$ cat src/rtl/text_buffer.sv
// text_buffer: 7x20 character-cell store feeding the glyph mapper.
// Bytes arrive over valid/ready and update cells and the cursor. Clear and
// scroll run as 140-cycle sweeps through the single write port. The mapper's
// read port stays live the whole time.
module text_buffer #(
    parameter int          ROWS  = 7,
    parameter int          COLS  = 20,
    parameter logic [7:0]  BLANK = 8'h20
) (
    input  logic       clk,
    input  logic       reset,
    input  logic [7:0] in_data,
    input  logic       in_valid,
    output logic       in_ready,
    input  logic [3:0] rin,
    input  logic [5:0] cin,
    output logic [7:0] charout,
    output logic [2:0] cur_row,
    output logic [4:0] cur_col,
    output logic       busy
);

    localparam int         CELLS     = ROWS * COLS;
    localparam logic [7:0] LAST      = 8'(CELLS - 1);
    localparam logic [7:0] SHIFT_END = 8'(CELLS - COLS);  // first cell of the bottom row
    localparam logic [7:0] COLS8     = 8'(COLS);
    localparam logic [2:0] ROW_MAX   = 3'(ROWS - 1);
    localparam logic [4:0] COL_MAX   = 5'(COLS - 1);

    typedef enum logic [1:0] {CLEAR, IDLE, SCROLL} state_t;

    state_t     state_q, state_d;
    logic [7:0] k_q, k_d;          // sweep index
    logic [2:0] row_q, row_d;
    logic [4:0] col_q, col_d;
    logic [7:0] charout_q;
    logic [7:0] mem_q [CELLS];

    logic       we;
    logic [7:0] waddr;
    logic [7:0] wdata;
    logic       accept;
    logic [7:0] cur_idx;
    logic [7:0] src_idx;
    logic [7:0] rd_idx;
    logic       rd_oob;

    function automatic logic [7:0] cell_idx(input logic [2:0] r, input logic [4:0] c);
        return ({5'd0, r} * COLS8) + {3'd0, c};
    endfunction

    assign in_ready = (state_q == IDLE) && !reset;
    assign busy     = (state_q != IDLE);
    assign accept   = in_valid && in_ready;
    assign cur_idx  = cell_idx(row_q, col_q);
    // Scroll source is one row below; clamp once the sweep reaches the bottom row.
    assign src_idx  = (k_q < SHIFT_END) ? (k_q + COLS8) : k_q;
    // Range check is on the full port widths; the index is only used when in range.
    assign rd_oob   = (rin >= 4'(ROWS)) || (cin >= 6'(COLS));
    assign rd_idx   = ({4'd0, rin} * COLS8) + {2'd0, cin};

    assign charout = charout_q;
    assign cur_row = row_q;
    assign cur_col = col_q;

    // Next-state, cursor and single write-port control.
    always_comb begin
        state_d = state_q;
        k_d     = k_q;
        row_d   = row_q;
        col_d   = col_q;
        we      = 1'b0;
        waddr   = k_q;
        wdata   = BLANK;
        case (state_q)
            CLEAR: begin
                we = 1'b1;
                if (k_q == LAST) begin
                    state_d = IDLE;
                    k_d     = 8'd0;
                end else begin
                    k_d = k_q + 8'd1;
                end
            end
            SCROLL: begin
                we    = 1'b1;
                wdata = (k_q < SHIFT_END) ? mem_q[src_idx] : BLANK;
                if (k_q == LAST) begin
                    state_d = IDLE;
                    k_d     = 8'd0;
                end else begin
                    k_d = k_q + 8'd1;
                end
            end
            IDLE: begin
                if (accept) begin
                    if (in_data >= 8'h20 && in_data <= 8'h7E) begin
                        we    = 1'b1;
                        waddr = cur_idx;
                        wdata = in_data;
                        if (col_q < COL_MAX) begin
                            col_d = col_q + 5'd1;
                        end else begin
                            col_d = 5'd0;
                            if (row_q < ROW_MAX) begin
                                row_d = row_q + 3'd1;
                            end else begin
                                state_d = SCROLL;
                                k_d     = 8'd0;
                            end
                        end
                    end else if (in_data == 8'h0A || in_data == 8'h0D) begin
                        col_d = 5'd0;
                        if (row_q < ROW_MAX) begin
                            row_d = row_q + 3'd1;
                        end else begin
                            state_d = SCROLL;
                            k_d     = 8'd0;
                        end
                    end else if (in_data == 8'h08) begin
                        if (col_q != 5'd0) begin
                            col_d = col_q - 5'd1;
                            we    = 1'b1;
                            waddr = cell_idx(row_q, col_q - 5'd1);
                        end else if (row_q != 3'd0) begin
                            row_d = row_q - 3'd1;
                            col_d = COL_MAX;
                            we    = 1'b1;
                            waddr = cell_idx(row_q - 3'd1, COL_MAX);
                        end
                    end else if (in_data == 8'h0C) begin
                        state_d = CLEAR;
                        k_d     = 8'd0;
                        row_d   = 3'd0;
                        col_d   = 5'd0;
                    end
                end
            end
            default: begin
                state_d = CLEAR;
                k_d     = 8'd0;
            end
        endcase
    end

    // Control state; reset restarts the clear sweep from cell 0.
    always_ff @(posedge clk) begin
        if (reset) begin
            state_q <= CLEAR;
            k_q     <= 8'd0;
            row_q   <= 3'd0;
            col_q   <= 5'd0;
        end else begin
            state_q <= state_d;
            k_q     <= k_d;
            row_q   <= row_d;
            col_q   <= col_d;
        end
    end

    // Cell array write port.
    always_ff @(posedge clk) begin
        if (we && !reset) begin
            mem_q[waddr] <= wdata;
        end
    end

    // Registered display read, one cycle latency, blank outside the screen.
    always_ff @(posedge clk) begin
        if (reset || rd_oob) begin
            charout_q <= BLANK;
        end else begin
            charout_q <= mem_q[rd_idx];
        end
    end

endmodule

$ cat config.mk
export PLATFORM = sky130hd
export DESIGN_NAME = text_buffer
export DESIGN_NICKNAME = d
export VERILOG_FILES = /design/src/rtl/text_buffer.sv
export SDC_FILE = /design/constraint.sdc
export NUM_CORES = 2
export LEC_CHECK = 0
export BUFFER_PORTS_ARGS = -buffer_cell sky130_fd_sc_hd__buf_2
export CAP_MARGIN = 30
export CORE_UTILIZATION = 55
export CTS_CLUSTER_SIZE = 16
export DETAILED_ROUTE_END_ITERATION = 10
export PLACE_DENSITY = 0.71
export SETUP_SLACK_MARGIN = 0.02
export SLEW_MARGIN = 20
export SYNTH_ARGS = -nofsm -noshare
export SYNTH_HDL_FRONTEND = slang
export SYNTH_SLANG_ARGS = --single-unit
$ cat constraint.sdc
create_clock -name clk -period 9.97 [get_ports clk]
set_input_delay 0.4985 -clock clk [delete_from_list [all_inputs] [get_ports clk]]
set_output_delay 0.4985 -clock clk [all_outputs]
set_load 0.005 [all_outputs]
### Word level (Yosys, flattened, before mapping)

Memory sizes are Yosys's and may differ from the RTL's. A register that Yosys moved wholly into a read port is not among the register bits.
Index checks and enable logic that the tools add are counted.

| word-level totals | value |
|---|---|
| logic and storage cells | 113 |
| input bits | 21 |
| bits in registers | 18 |
| output and inout bits | 18 |
| memories | 1 |
| RAM bits | 1120 |

| operators by class | value |
|---|---|
| reductions and logical operators | 17 |
| multiplexer cells | 54 |
| $add $sub $neg | 10 |
| order comparisons | 7 |
| equal/unequal tests | 17 |
| multiply operators | 3 |

Memories:

| name | depth | bits a word | rd ports | clocked after memory_dff | wr ports | RTL line | source |
|---|---|---|---|---|---|---|---|
| mem_q | 140 | 8 | 2 | 1 | 1 | 37 | `logic [7:0] mem_q [CELLS];` |

Operator list:

| kind | number |
|---|---|
| two-way mux 8 bit | 19 |
| two-way mux 5 bit | 7 |
| equality test 8 x 4 -> 1 bit (second input constant) | 4 |
| one-hot mux 8 bit (2 select lines) | 2 |
| two-way mux 3 bit | 8 |
| adder 8 x 5 -> 8 bit | 2 |
| adder 8 x 5 -> 8 bit (second input constant) | 2 |
| two-way mux 2 bit | 8 |
| multiplier 3 x 3 -> 6 bit (second input constant) | 2 |
| adder 8 x 1 -> 8 bit (second input constant) | 1 |
| adder 8 x 6 -> 8 bit | 1 |
| equality test 8 bit (second input constant) | 1 |
| >= comparator 8 x 6 -> 1 bit (second input constant) | 1 |
| <= comparator 8 x 7 -> 1 bit (second input constant) | 1 |
| < comparator 8 x 7 -> 1 bit (second input constant) | 1 |
| two-way mux 1 bit | 8 |
| inequality test 4 bit (second input constant) | 2 |
| AND reduction 4 bit | 2 |
| >= comparator 6 x 5 -> 1 bit (second input constant) | 1 |
| multiplier 4 x 3 -> 6 bit (second input constant) | 1 |
| AND reduction 6 bit | 1 |
| adder 5 x 1 -> 5 bit (second input constant) | 1 |
| < comparator 5 bit (second input constant) | 1 |
| inequality test 5 x 3 -> 1 bit (second input constant) | 1 |
| other kinds (23) | 30 |

### Longest topological paths before layout

| depth | value |
|---|---|
| word-level depth | 11 |
| mapped depth | 15 |
| mapped depth without buffers | 13 |

### Worst setup path before layout

OpenSTA, ideal clock, no wires.

| timing | value |
|---|---|
| path type | flip-flop to flip-flop |
| start | reg k_q[2] |
| end | mem mem_q[0][0] (data pin) |
| data arrival time | 7.789 ns |
| slack | 0.892 ns |
| data required time | 8.681 ns |
| setup time | 1.289 ns |
| stages on the path, launching flop included | 11 |
| path buffers | 2 |
| path through | dfxtp_1 > inv_1 > ha_1 > o22ai_1 > clkbuf_1 > clkbuf_1 > and2_1 > a211oi_1 > nor4_1 > nor4_1 > o21ai_0 |

| on the way | value |
|---|---|
| cells in the longest elaborated chain, start to end | 5 |
| elaborated cells between the ends (all ways) | 6 |

RTL lines:

| element | RTL line | source |
|---|---|---|
| start: declaration | 33 | `logic [7:0] k_q, k_d;` |
| start signal: assignment | 155 | `k_q <= k_d;` |
| adder 8 x 5 -> 8 bit / < comparator 8 x 7 -> 1 bit (equally long branches) | 57, 87 |  |
| two-way mux 8 bit | 57 | `assign src_idx = (k_q < SHIFT_END) ? (k_q + COLS8) : k_q;` |
| memory read (140 x 8 bit) | -- |  |
| two-way mux 8 bit * | 87 | `wdata = (k_q < SHIFT_END) ? mem_q[src_idx] : BLANK;` |
| one-hot mux 8 bit (2 select lines) * | 75 | `case (state_q)` |
| named net wdata[0] | 41 | `logic [7:0] wdata;` |
| end: declaration | 37 |  |

Mark *: on every way through the listed nets, which the timed path passes. The rest lies on a longest branch.

### Final worst setup path

| timing | value |
|---|---|
| start | reg k_q[4] |
| end | mem mem_q[59][3] (data pin) |

The elaborated chain is that of the path after synthesis.

==> run_results.csv <==
group,metric,value,unit
logic_synthesis,synth-edff-count,1120,
worst_setup_path,cpMaxStageDelayCell,"xnor2_2",
global_routing,grt.total_usage,0.322,
floorplanning,num_rows,116,
worst_setup_path,crit_required,10480,ps
pwr,ir_worst_vdd,0.131,mV
sta,fin_worst_hold_slack,151,ps
detailed_routing,drt_iter0_drc,5006,
cts,postCtsHoldBufs,0,
cells_and_area,diodes,0,
logic_synthesis,ys.warnings.count,0,
cts,worst_skew_pair.late_latency,730,ps
sta,fmax,172,MHz
global_routing,first_global_vias,32605,
sta,tightest_slew,1060,ps
worst_setup_path,path_class,"register to register",
placed_design,place.gp.congestion,0.952,
sta,setup_violations,0,
logic_synthesis,netlist_area,55500,sq um
detailed_routing,routed_via_density,7.44,
sta,drv_slew,0,
sta,rsz0062_at_grt,"false",
cts,clk_pin_slew,60,ps
detailed_routing,wl_per_cell,37.1,microns
worst_setup_path,crit_chain,"a41oi_1 > xnor2_2 > buf_12 > mux4_2 > nand2_1 > and3_1 > a211oi_1 > a221o_4 > buf_4 > buf_16",
run_status,status,"complete, no violations",
logic_synthesis,synth-async-reset-ratio,0,
logic_synthesis,ys_seq_area_frac,0.616,
worst_setup_path,critical_path_arrival,6310,ps
cts,cts_tree,"built",
floorplanning,die_h,320,microns
logic_synthesis,avgSynthCellArea,19.4,sq um
cts,cts-root-buf,"clkbuf_16",
cts,cts_sinks,1146,
cts,cts_made_buffers,115,
worst_setup_path,critPathLaunchType,"register",
placed_design,dp_hpwl,101,mm
cells_and_area,fillCellCount,6664,
global_routing,grt_pass1_wl,234,mm
floorplanning,chipWidth,320,microns
logic_synthesis,synthCells,2866,
detailed_routing,vias,32455,
logic_synthesis,ys_ff_latch,1146,
floorplanning,pin_count,39,
cells_and_area,synthToLayoutAreaGrowth,13.5,%
pwr,p_per_area,169,nW/um^2
sta,fin_skew,32.7,ps
logic_synthesis,syn_nets,2922,
cells_and_area,drive_above_1_share,0.393,
global_routing,antenna_found_initial,1,
sta,report.final.hold_viol_count,0,
global_routing,grt_max_degree,122,
run,maxCapViolations,0,
placed_design,io_buffers,38,
detailed_routing,finalWirelength,162,mm
detailed_routing,drt_pass1_iterations,6,
sta,finalCriticalPeriod,5800,ps
cts,cts-htree-levels,3,
global_routing,grt_overflow,0,
sta,finalCritPeriodShare,0.582,
sta,maxSlewHeadroom,0.288,
detailed_routing,drc,0,
worst_hold_path,min_path_type,"input pin to register",
detailed_routing,ant_nets,0,
cts,cts_resized,0,
worst_setup_path,end_kind,"register",
logic_synthesis,synth_top_flop_cell,"edfxtp_1",
logic_synthesis,ys_types,81,
sta,setup_tns,0,ps
cells_and_area,nNetsFinal,3019,
cts,clockBufferDepth,3,
pwr,p_leak,18.8,nW
floorplanning,start_util,0.555,
worst_setup_path,crit_path_max_incr_delay,890,ps
floorplanning,die-area,102000,sq um
worst_setup_path,worst-path-max-fanout,65,
floorplanning,core-area,100000,sq um
cts,cts_setup_buffers,0,
[worst max-delay path: cells and delay by family, from the launching register on]
family                    cells  cell delay (ps)
AOI/OAI and AO/OA             3             1740
xor gates and xnor gates      1              890
buffers and inverters         3             1340
DFF                           1              630
muxes                         1              400
and+or+nand+nor               2              390
[layout make-up]
class	instances	area, sq um	share of cell area
Clock buffer	134	3030	0.0482
Tap cell	1298	1620	0.0258
Inverter	19	71.3	0.00113
Sequential cell	1146	34200	0.543
Timing Repair Buffer	216	1810	0.0287
Multi-Input combinational cell	1465	21300	0.338
Clock inverter	84	987	0.0157
[registers in the layout (all words and copies together) (netlist names)]
signal,flops
state_q,2
charout,8
k_q,8
cur_col,5
cur_row,3
mem_q,1120
[per-layer routing]
metal | vias to the layer above | GRT usage | part of all wire
met5 | - | 0.00284 | 0.00025
met4 | 2 | 0.146 | 0.046
met3 | 356 | 0.0809 | 0.12
met2 | 2257 | 0.493 | 0.47
met1 | 17129 | 0.441 | 0.36
li1 | 12711 | - | -
[worst paths after layout]
path                   start           end  slack [ps]  cells after the start
setup / recovery      k_q[4]  mem_q[59][3]        4170                     10
hold / removal        cin[5]    charout[5]         150                      4
hold reg to reg   state_q[0]    state_q[0]         500                      2
setup reg to reg      k_q[4]  mem_q[59][3]        4170                     10
[cell families after synthesis]
group,count (synthesis),synth area share
buffers and inverters,255,0.0190
DFF,1146,0.616
adders and majority gates,35,0.00844
AOI/OAI and AO/OA,227,0.0281
muxes,747,0.285
and+or+nand+nor,438,0.0413
xor gates and xnor gates,18,0.00284
[metrics by stage]
| step | worst slack (ps) | instances | power [mW] | util | area [sq um] |
|---|---|---|---|---|---|
| 5_1_grt | 4070 | 4362 | 10.9 | 0.629 | 62900 |
| 6_report | 4170 | 4362 | 10.6 | 0.629 | 62900 |
| 2_1_floorplan | 892 | 2866 | 5.83 | - | 55500 |
| 3_5_place_dp | 4090 | 4131 | 6.10 | 0.587 | 58700 |
| 4_1_cts | 4080 | 4349 | 10.7 | 0.627 | 62700 |
| 3_3_place_gp | 4150 | 4117 | 6.10 | 0.584 | 58400 |
[synthesized netlist by cell type (19+ instances only)]
master       n  area, sq um
o21ai_0     46          230
mux2i_1     68          681
mux4_2     662        14900
dfxtp_1     26          521
a21oi_1     40          200
and2_1      24          150
clkbuf_1   139          522
buf_1       44          165
nor2_1      45          169
buf_2       44          220
edfxtp_1  1120        33600
nand3_1     38          190
inv_1       19         71.3
nand2_1    100          375
ha_1        31          388
nor4_1      73          457
a31oi_1     20          125
nor3_1      96          480
[layout by cell type, fill, tap and decap left out, drive strengths merged, types with 16 or more instances in the layout]
cell type	netlist	final
mux2i	68	68
buf	96	210
dfxtp	26	26
nor2	45	45
a2111oi	16	16
inv	19	22
edfxtp	1120	1120
nand3	39	39
clkinv	0	54
a31oi	20	20
nor4	75	75
and2	25	25
ha	31	31
mux2	17	17
o21ai	49	49
a21oi	40	40
nand2	100	100
clkbuf	140	138
nor3	96	96
mux4	662	662
bufinv	0	22
a211oi	16	16
[report_power, final]
group	switching [mW]	internal (mW)
sequential	0.0197	5.21
combinational	0.492	0.301
clock	1.88	2.74
total	2.39	8.25
Power figures use the tool's default switching activity.
